$ cat config.mk
export PLATFORM = sky130hd
export DESIGN_NAME = vga_timing_gen_flat
export DESIGN_NICKNAME = d
export VERILOG_FILES = /design/src/rtl/vga_timing_gen_if.sv /design/src/rtl/vga_timing_gen.sv /design/src/flat_wrapper.sv
export SDC_FILE = /design/constraint.sdc
export NUM_CORES = 1
export LEC_CHECK = 0
export BUFFER_PORTS_ARGS = -buffer_cell sky130_fd_sc_hd__buf_2
export CAP_MARGIN = 10
export CORE_MARGIN = 4
export CORE_UTILIZATION = 43
export DETAILED_ROUTE_END_ITERATION = 10
export SLEW_MARGIN = 15
export SYNTH_ARGS = -nofsm -noshare
export SYNTH_HDL_FRONTEND = slang
export SYNTH_SLANG_ARGS = --single-unit
$ cat constraint.sdc
create_clock -name clk -period 3.6 [get_ports clk]
set_input_delay 0.18 -clock clk [delete_from_list [all_inputs] [get_ports clk]]
set_output_delay 0.18 -clock clk [all_outputs]
set_load 0.03 [all_outputs]
$ cat src/rtl/vga_timing_gen_if.sv
// Raster timing bundle from the VGA timing generator to the pixel drawers and the video DAC.
interface vga_timing_gen_if;
  logic       pixel_tick;
  logic       vga_clk;
  logic       hsync;
  logic       vsync;
  logic       display_enabled;
  logic [9:0] x;
  logic [8:0] y;
  logic       line_start;
  logic       frame_start;
  logic       vga_blank_n;
  logic       vga_sync_n;

  modport master (
    output pixel_tick, vga_clk, hsync, vsync, display_enabled, x, y,
           line_start, frame_start, vga_blank_n, vga_sync_n
  );

  modport slave (
    input  pixel_tick, vga_clk, hsync, vsync, display_enabled, x, y,
           line_start, frame_start, vga_blank_n, vga_sync_n
  );
endinterface

$ cat src/rtl/vga_timing_gen.sv
// VGA raster timing: pixel tick divider, h/v counters, active-low syncs, display window, coordinates.
// Outputs are registered one clk after each tick edge and hold for the pixel period; free-running, no backpressure.
module vga_timing_gen #(
  parameter int CLK_DIV   = 2,
  parameter int H_VISIBLE = 640,
  parameter int H_FRONT   = 16,
  parameter int H_SYNC    = 96,
  parameter int H_BACK    = 48,
  parameter int V_VISIBLE = 480,
  parameter int V_FRONT   = 10,
  parameter int V_SYNC    = 2,
  parameter int V_BACK    = 33
) (
  input  logic             clk,
  input  logic             rst_n,
  vga_timing_gen_if.master vga
);

  localparam int H_TOTAL = H_VISIBLE + H_FRONT + H_SYNC + H_BACK;
  localparam int V_TOTAL = V_VISIBLE + V_FRONT + V_SYNC + V_BACK;
  localparam int DIV_W   = $clog2(CLK_DIV);

  localparam logic [DIV_W-1:0] DIV_LAST = DIV_W'(CLK_DIV - 1);
  localparam logic [DIV_W-1:0] DIV_HALF = DIV_W'(CLK_DIV / 2);
  localparam logic [9:0] H_LAST   = 10'(H_TOTAL - 1);
  localparam logic [9:0] V_LAST   = 10'(V_TOTAL - 1);
  localparam logic [9:0] H_VIS    = 10'(H_VISIBLE);
  localparam logic [9:0] V_VIS    = 10'(V_VISIBLE);
  localparam logic [9:0] HS_FIRST = 10'(H_VISIBLE + H_FRONT);
  localparam logic [9:0] HS_LAST  = 10'(H_VISIBLE + H_FRONT + H_SYNC - 1);
  localparam logic [9:0] VS_FIRST = 10'(V_VISIBLE + V_FRONT);
  localparam logic [9:0] VS_LAST  = 10'(V_VISIBLE + V_FRONT + V_SYNC - 1);

  logic [DIV_W-1:0] div_cnt, div_nxt;
  logic [9:0]       h_cnt, v_cnt, h_nxt, v_nxt;
  logic             h_wrap, v_wrap;

  logic       tick_q, vclk_q, hsync_q, vsync_q, de_q, line_start_q, frame_start_q;
  logic [9:0] x_q;
  logic [8:0] y_q;

  always_comb begin
    div_nxt = (div_cnt == DIV_LAST) ? '0 : div_cnt + DIV_W'(1);
    h_wrap  = (h_cnt == H_LAST);
    v_wrap  = (v_cnt == V_LAST);
    h_nxt   = h_wrap ? 10'd0 : h_cnt + 10'd1;
    v_nxt   = v_cnt;
    if (h_wrap) begin
      v_nxt = v_wrap ? 10'd0 : v_cnt + 10'd1;
    end
  end

  // Counters park at the last pixel of the frame so the first tick lands on (0,0) with frame_start.
  always_ff @(posedge clk or negedge rst_n) begin
    if (!rst_n) begin
      div_cnt       <= '0;
      h_cnt         <= H_LAST;
      v_cnt         <= V_LAST;
      tick_q        <= 1'b0;
      vclk_q        <= 1'b0;
      hsync_q       <= 1'b1;
      vsync_q       <= 1'b1;
      de_q          <= 1'b0;
      x_q           <= '0;
      y_q           <= '0;
      line_start_q  <= 1'b0;
      frame_start_q <= 1'b0;
    end else begin
      div_cnt       <= div_nxt;
      tick_q        <= (div_cnt == DIV_LAST);
      vclk_q        <= (div_nxt >= DIV_HALF);
      line_start_q  <= 1'b0;
      frame_start_q <= 1'b0;
      if (tick_q) begin
        // Decode from the next counter values so outputs and counters never disagree.
        h_cnt         <= h_nxt;
        v_cnt         <= v_nxt;
        hsync_q       <= !((h_nxt >= HS_FIRST) && (h_nxt <= HS_LAST));
        vsync_q       <= !((v_nxt >= VS_FIRST) && (v_nxt <= VS_LAST));
        de_q          <= (h_nxt < H_VIS) && (v_nxt < V_VIS);
        x_q           <= (h_nxt < H_VIS) ? h_nxt : 10'd0;
        y_q           <= (v_nxt < V_VIS) ? v_nxt[8:0] : 9'd0;
        line_start_q  <= h_wrap;
        frame_start_q <= h_wrap && v_wrap;
      end
    end
  end

  assign vga.pixel_tick      = tick_q;
  assign vga.vga_clk         = vclk_q;
  assign vga.hsync           = hsync_q;
  assign vga.vsync           = vsync_q;
  assign vga.display_enabled = de_q;
  assign vga.x               = x_q;
  assign vga.y               = y_q;
  assign vga.line_start      = line_start_q;
  assign vga.frame_start     = frame_start_q;
  assign vga.vga_blank_n     = de_q;
  assign vga.vga_sync_n      = 1'b0;

endmodule

$ cat src/flat_wrapper.sv
// flat-port wrapper written by rule: the top's interface ports become plain ports
module vga_timing_gen_flat 
#(
  parameter int CLK_DIV   = 2,
  parameter int H_VISIBLE = 640,
  parameter int H_FRONT   = 16,
  parameter int H_SYNC    = 96,
  parameter int H_BACK    = 48,
  parameter int V_VISIBLE = 480,
  parameter int V_FRONT   = 10,
  parameter int V_SYNC    = 2,
  parameter int V_BACK    = 33
)
  (clk, rst_n, vga_pixel_tick, vga_vga_clk, vga_hsync, vga_vsync, vga_display_enabled, vga_x, vga_y, vga_line_start, vga_frame_start, vga_vga_blank_n, vga_vga_sync_n);
  vga_timing_gen_if vga_i ();
  input  logic clk;
  input  logic rst_n;
  output wire logic [$bits(vga_i.pixel_tick)-1:0] vga_pixel_tick;
  output wire logic [$bits(vga_i.vga_clk)-1:0] vga_vga_clk;
  output wire logic [$bits(vga_i.hsync)-1:0] vga_hsync;
  output wire logic [$bits(vga_i.vsync)-1:0] vga_vsync;
  output wire logic [$bits(vga_i.display_enabled)-1:0] vga_display_enabled;
  output wire logic [$bits(vga_i.x)-1:0] vga_x;
  output wire logic [$bits(vga_i.y)-1:0] vga_y;
  output wire logic [$bits(vga_i.line_start)-1:0] vga_line_start;
  output wire logic [$bits(vga_i.frame_start)-1:0] vga_frame_start;
  output wire logic [$bits(vga_i.vga_blank_n)-1:0] vga_vga_blank_n;
  output wire logic [$bits(vga_i.vga_sync_n)-1:0] vga_vga_sync_n;
  assign vga_pixel_tick = vga_i.pixel_tick;
  assign vga_vga_clk = vga_i.vga_clk;
  assign vga_hsync = vga_i.hsync;
  assign vga_vsync = vga_i.vsync;
  assign vga_display_enabled = vga_i.display_enabled;
  assign vga_x = vga_i.x;
  assign vga_y = vga_i.y;
  assign vga_line_start = vga_i.line_start;
  assign vga_frame_start = vga_i.frame_start;
  assign vga_vga_blank_n = vga_i.vga_blank_n;
  assign vga_vga_sync_n = vga_i.vga_sync_n;
  vga_timing_gen #(.CLK_DIV(CLK_DIV), .H_VISIBLE(H_VISIBLE), .H_FRONT(H_FRONT), .H_SYNC(H_SYNC), .H_BACK(H_BACK), .V_VISIBLE(V_VISIBLE), .V_FRONT(V_FRONT), .V_SYNC(V_SYNC), .V_BACK(V_BACK)) u_core (.clk(clk), .rst_n(rst_n), .vga(vga_i));
endmodule
==> flow_summary_export.csv, run 1 <==
group,metric,value,unit
timing,fin_ws,0.9572,ns
place,place_ws,0.9440,ns
place,portBuffers,28,
finish,nNetsFinal,292,
logic_synthesis,synth_cells,275,
timing,tightest_slew,1.000,ns
route,routed_wl,5.608,mm
timing,setup_viol,0,
power_and_ir_drop,p_comb_share,1.1,%
timing,period_share,73.41,%
clock_network,cts_buffers,5,
timing,fin_setup_tns,0,ns
logic_synthesis,synth_fp_nets,281,
route,drt-initial-drc-count,177,
grt,grtUsageTotal,16.22,%
logic_synthesis,yosys_warnings,0,
place,place_congestion,0.8407,
clock_network,cts.sinks,46,
grt,grt_pass1_vias,2020,
finish,drive_gt1_share,21.95,%
floorplan,die_area,0.007463,mm²
finish,multi_input_area,0.001251,mm²
timing,fin_skew,0.008602,ns
power_and_ir_drop,p_sw_share,18.90,%
floorplan,start_util,44.37,%
clock_network,clock_path_buffers,2,
clock_network,post_cts_buffers,0,
route,final_antenna_net_count,0,
run,maxCapViolCount,0,
logic_synthesis,synth_adder_area_share,1.894,%
route,firstDrtPassIters,4,
logic_synthesis,seq_area_frac_synth,44.13,%
finish,area_growth,9.280,%
grt,grt_pass1_wl,9.791,mm
floorplan,die_w,86.39,µm
timing,period_needed,2.643,ns
finish,fillCellCount,575,
logic_synthesis,ys_types,57,
timing,final_hold_viol_count,0,
clock_network,cts-resized-gates,0,
timing,relSlewSlack,33.32,%
grt,antenna_found_initial,0,
critical_path,rrSetupSlack,0.96,ns
power_and_ir_drop,p_switching,0.0001895,W
floorplan,die_h,86.39,µm
floorplan,ios,30,
logic_synthesis,synth_top_family_by_area,"simple AND/OR/NAND/NOR gates",
clock_network,postCtsHoldBufs,0,
power_and_ir_drop,power,0.001003,W
floorplan,core_area,0.005956,mm²
clock_network,cts_tree,"yes",
grt,grt_max_degree,47,
route,wl_per_cell,15.49,µm
timing,rsz0062_at_grt,"no",
route,vias,2021,
floorplan,rows,28,
logic_synthesis,synth_xor_area_share,5.634,%
timing,fmaxAchievable,0.3784,GHz
logic_synthesis,synth-main-ff-cell,"dfrtp_1",
logic_synthesis,synth_compound_area_share,18.99,%
timing,slew_violations,0,
finish,final_design_area_no_fill,0.002888,mm²
clock_network,cts_root_buf,"clkbuf_8",
logic_synthesis,yosys.area_share.simple,19.08,%
logic_synthesis,ys_ff_latch,46,
clock_network,h-tree-depth,2,
grt,overflow,0,
power_and_ir_drop,peakVddDrop,0.1418,mV
logic_synthesis,yosysMostFrequentCell,"dfrtp_1",
logic_synthesis,yosysTopAreaCellShare,32.20,%
min_path,hp-class,"primary input to asynchronous set/reset pin",
critical_path,path_max_fanout,11,
power_and_ir_drop,seqPwrFrac,51.5,%
route,drc_errors,0,
power_and_ir_drop,leakagePower,1.221,nW
logic_synthesis,synthMuxAreaShare,1.610,%
clock_network,clkTransAtPathRegs,0.09,ns
place,dpl.hpwl,3.778,mm
power_and_ir_drop,power_frac_clock,47.3,%
critical_path,cp.required,3.76,ns
critical_path,endpoint_kind,"register",
logic_synthesis,yosysTopAreaCell,"dfrtp_1",
finish,fin_util,48.49,%
logic_synthesis,syn_avg_cell_area,9.609,µm²
run_status,status,"complete, no violations",
critical_path,crit_path_start_kind,"register",
clock_network,insertion_delay,0.30,ns
logic_synthesis,synth_top_cells_by_count,"dfrtp_1, inv_1, nand2_1, o21ai_0, nor2_1",
finish,regArea,0.001166,mm²
power_and_ir_drop,p_int,0.0008135,W
critical_path,arrival,2.81,ns
logic_synthesis,synth_area,0.002643,mm²
logic_synthesis,ys_async_sr_fraction,100.0,%
place,place_area,0.002745,mm²
logic_synthesis,netlist_top_cells_area,"dfrtp_1, dfstp_2, o21ai_0, xnor2_1, o32ai_1",
route,vias_per_cell,5.583,
critical_path,worstSetupPathType,"register to register",
power_and_ir_drop,cellPowerDensity,347.3,mW/mm²
logic_synthesis,synth_edf_count,0,
finish,diodes,0,
[metal layers]
metal | global-route usage [%] | share of wire, % | wire length [µm]
met2 | 25.73 | 45 | 2521
met5 | 0 | 0 | 0
met4 | 4.816 | 1.2 | 67
met3 | 3.232 | 4.6 | 257
met1 | 22.47 | 49 | 2762
[final cells by class]
| class | instances | area share [%] |
|---|---|---|
| Clock buffer | 6 | 2.860 |
| Sequential cell | 46 | 40.38 |
| Multi-Input combinational cell | 183 | 43.33 |
| Clock inverter | 2 | 2.080 |
| Tap cell | 75 | 3.250 |
| Timing Repair Buffer | 31 | 5.633 |
| Inverter | 19 | 2.470 |
[through the flow]
step / instances / hold slack (ns)
final: 362 / 0.03653
after floorplan: 275 / -0.1156
after detailed placement: 354 / 0.3863
after global placement: 354 / 0.3800
after global routing: 362 / 0.1273
after CTS: 362 / 0.08426
[power by group through the flow]
stage	combinational (W)	sequential, W	clock (W)
global route	0.0000137	0.000517	0.000506
floorplan	0.00000219	0.000527	0
finish	0.0000112	0.000517	0.000475
global placement	0.0000121	0.000527	0
detailed placement	0.0000126	0.000527	0
CTS	0.0000124	0.000517	0.000486
[layout by cell type, fill, tap and decap left out, types with 3 or more instances in the layout]
| cell | synthesis | routed |
|---|---|---|
| nand2_1 | 19 | 19 |
| buf_2 | 9 | 28 |
| inv_1 | 19 | 19 |
| xnor2_1 | 10 | 10 |
| a22o_1 | 3 | 3 |
| nor3_1 | 3 | 3 |
| clkbuf_8 | 0 | 6 |
| nand3_1 | 9 | 9 |
| a21oi_1 | 11 | 11 |
| nor2b_1 | 5 | 5 |
| nand4_1 | 10 | 10 |
| buf_4 | 5 | 3 |
| o2bb2ai_1 | 5 | 5 |
| dfrtp_1 | 34 | 34 |
| o21ai_0 | 18 | 18 |
| nor2_1 | 15 | 15 |
| and3_1 | 7 | 7 |
| o32ai_1 | 9 | 9 |
| ha_1 | 4 | 4 |
| o41ai_1 | 3 | 3 |
| dfstp_2 | 12 | 12 |
| xor2_1 | 7 | 7 |
| and2_1 | 4 | 4 |
[flip-flops by register name, indices dropped and copies added (netlist names), 9 cells and up]
signal,flops
u_core.h_cnt,10
u_core.v_cnt,10
u_core.vga.x,10
u_core.vga.y,9
[path summary, 6_finish.rpt]
kind / startpoint / to / depth (start not counted)
worst min-delay path: rst_n / u_core.div_cnt / 1
worst min register to register: u_core.div_cnt / u_core.vga.pixel_tick / 0
min in group clk: u_core.div_cnt / u_core.vga.pixel_tick / 0
max in group asynchronous: rst_n / u_core.vga.y[2] / 1
worst max-delay path: u_core.h_cnt[1] / u_core.vga.y[4] / 7
worst max register to register: u_core.h_cnt[1] / u_core.vga.y[4] / 7
[cells by family (layout without fill, tap and decap cells)]
group / after synthesis / in the layout
other: 1 / 1
XOR/XNOR: 17 / 17
AND/OR/NAND/NOR: 89 / 89
AO/OA/AOI/OAI: 68 / 68
buffers and inverters: 46 / 58
adder cells (fa/ha/maj): 4 / 4
flip-flops: 46 / 46
multiplexers: 4 / 4
[critical path: stages (launching register included)]
cell and delay, ns:
dfstp_2 0.58, ha_1 0.24, and4_1 0.41, nand3_2 0.29
or3_1 0.45, a211oi_2 0.22, buf_4 0.21, o32ai_1 0.11
Power figures use the tool's default switching activity.
==> run 2, diff against run 1 <==
==> constraint.sdc (replaced) <==
create_clock -name clk -period 2.8 [get_ports clk]
set_input_delay 0.14 -clock clk [delete_from_list [all_inputs] [get_ports clk]]
set_output_delay 0.14 -clock clk [all_outputs]
set_load 0.03 [all_outputs]
==> run 2 against run 1 <==
  * Hold slack better by 0.33 ns
  * Total power rose by 11%
  * Clock power fell by 9.7%
  * Sequential share of layout area increased by 0.088 points
  * Non-clock buffer count rose by 5
==> flow_summary_export.csv, run 2 (synthesis gave the netlist of run 1 again) <==
group,metric,value,unit
run,maxCapViolCount,0,
route,firstDrtPassIters,5,
floorplan,ios,30,
power_and_ir_drop,cellPowerDensity,385.3,mW/mm²
clock_network,cts_root_buf,"clkbuf_8",
clock_network,cts.sinks,46,
critical_path,arrival,2.77,ns
critical_path,r2r_end,"u_core.vga.y[0]",
clock_network,cts_tree,"yes",
route,drc_errors,0,
power_and_ir_drop,peakVddDrop,0.1707,mV
power_and_ir_drop,p_switching,0.0002631,W
finish,final_cell_mix,"dfrtp_1, buf_2, inv_1, nand2_1, o21ai_0",
grt,grt_pass1_wl,9.673,mm
clock_network,h-tree-depth,2,
floorplan,rows,28,
clock_network,clock_path_buffers,2,
power_and_ir_drop,p_int,0.0008471,W
power_and_ir_drop,seqPwrFrac,59.9,%
floorplan,die_h,86.39,µm
timing,slew_violations,0,
critical_path,cp_cell_sequence,"ha_1 -> and4_1 -> buf_4 -> and3_4 -> nand4_1 -> and2_1 -> o32ai_1",
route,routed_wl,5.804,mm
grt,grt_max_degree,47,
min_path,hp-class,"primary input to asynchronous set/reset pin",
power_and_ir_drop,leakagePower,1.218,nW
critical_path,path_delay_family,"simple AND/OR/NAND/NOR gates",
critical_path,max_stage_delay,0.58,ns
timing,relSlewSlack,60.54,%
critical_path,cp.required,3.00,ns
critical_path,endpoint_kind,"register",
power_and_ir_drop,p_comb_share,1.5,%
timing,fin_skew,0.008124,ns
route,final_antenna_net_count,0,
critical_path,reg2reg_from,"u_core.h_cnt[1]",
place,dpl.hpwl,3.999,mm
timing,period_needed,2.572,ns
finish,nNetsFinal,297,
timing,fin_setup_tns,0,ns
grt,antenna_found_initial,0,
timing,holdWs,0.3656,ns
floorplan,die_w,86.39,µm
timing,tightest_slew,0.5919,ns
grt,grtUsageTotal,16.19,%
clock_network,cts_buffers,5,
timing,final_hold_viol_count,0,
clock_network,post_cts_buffers,0,
timing,rsz0062_at_grt,"no",
route,vias,2071,
finish,area_growth,9.043,%
finish,fillCellCount,575,
clock_network,cts-resized-gates,0,
clock_network,clkTransAtPathRegs,0.10,ns
power_and_ir_drop,power_frac_clock,38.7,%
finish,final_common_cell,"dfrtp_1",
clock_network,postCtsHoldBufs,0,
grt,overflow,0,
route,wl_per_cell,15.81,µm
power_and_ir_drop,p_sw_share,23.70,%
floorplan,die_area,0.007463,mm²
finish,diodes,0,
floorplan,start_util,44.37,%
route,vias_per_cell,5.643,
place,place_congestion,0.8647,
place,portBuffers,28,
route,drt-initial-drc-count,142,
clock_network,insertion_delay,0.31,ns
critical_path,crit_path_top_delay_cell,"dfstp_2",
timing,fmaxAchievable,0.3888,GHz
critical_path,path_buf_inv,1,
critical_path,worstSetupPathType,"register to register",
finish,drive_gt1_share,22.95,%
critical_path,rrSetupSlack,0.23,ns
timing,setup_viol,0,
critical_path,reg2regPathDepth,7,
timing,period_share,91.87,%
critical_path,crit_path_start_kind,"register",
critical_path,path_max_fanout,22,
grt,grt_pass1_vias,1995,
run_status,status,"complete, no violations",
floorplan,core_area,0.005956,mm²
==> run 2: cell types whose count changed in the layout (fill, tap and decap cells not counted) <==
cell and change:
clkinv_4 +1, clkinvlp_4 +1, dlygate4sd3_1 +1, bufinv_16 -2, buf_2 -1, inv_6 +1
clkbuf_8 -1, buf_4 +5
==> run 2: worst max path at each step <==
stage                          from         endpoint  slack, ns  depth (start not counted)
CTS                 u_core.h_cnt[1]  u_core.vga.y[1]       0.23                          7
finish              u_core.h_cnt[1]  u_core.vga.y[0]       0.23                          7
detailed placement  u_core.h_cnt[1]  u_core.vga.y[0]       0.25                          7
global placement    u_core.h_cnt[1]  u_core.vga.y[3]       0.38                          7
floorplan           u_core.h_cnt[0]  u_core.vga.y[0]       0.64                          8
global route        u_core.h_cnt[0]  u_core.vga.y[1]       0.03                          7
==> run 2: layer usage <==
| metal | share of wire, % | global-route usage, % | vias up |
|---|---|---|---|
| met2 | 45 | 24.83 | 43 |
| met1 | 49 | 21.94 | 1010 |
| met5 | 0 | 0 | - |
| met4 | 2.1 | 6.232 | 0 |
| met3 | 3.9 | 4.183 | 12 |
| li1 | - | - | 1006 |
==> run 2: cell type report <==
class	count	area, µm²	share of cell area [%]
repair buffers	36	205.2	7.121
well taps	75	93.84	3.257
clock inverters	3	25.02	0.8684
flip-flops and latches	46	1166	40.47
inverters	19	71.32	2.475
multi-input cells	183	1251	43.42
clock buffers	5	68.82	2.388
==> run 2: power by group through the flow <==
stage | Combinational (W) | Clock (W) | Sequential [W]
after CTS | 0.0000161 | 0.000446 | 0.000665
final | 0.0000164 | 0.000429 | 0.000665
after floorplan | 0.00000282 | 0 | 0.000677
after global routing | 0.0000195 | 0.000479 | 0.000665
after global placement | 0.0000158 | 0 | 0.000677
after detailed placement | 0.0000163 | 0 | 0.000677
==> run 2: through the flow <==
step                      setup WS [ns]  std cells  util (%)  cell area (µm²)   power, W
after floorplan                  0.6408        275         -             2643  0.0006801
after global placement           0.3784        358     46.60             2775  0.0006929
after detailed placement         0.2475        358     46.60             2775  0.0006934
after CTS                        0.2350        366     48.17             2869   0.001126
after global routing            0.03001        367     48.38             2882   0.001164
final                            0.2277        367     48.38             2882   0.001110
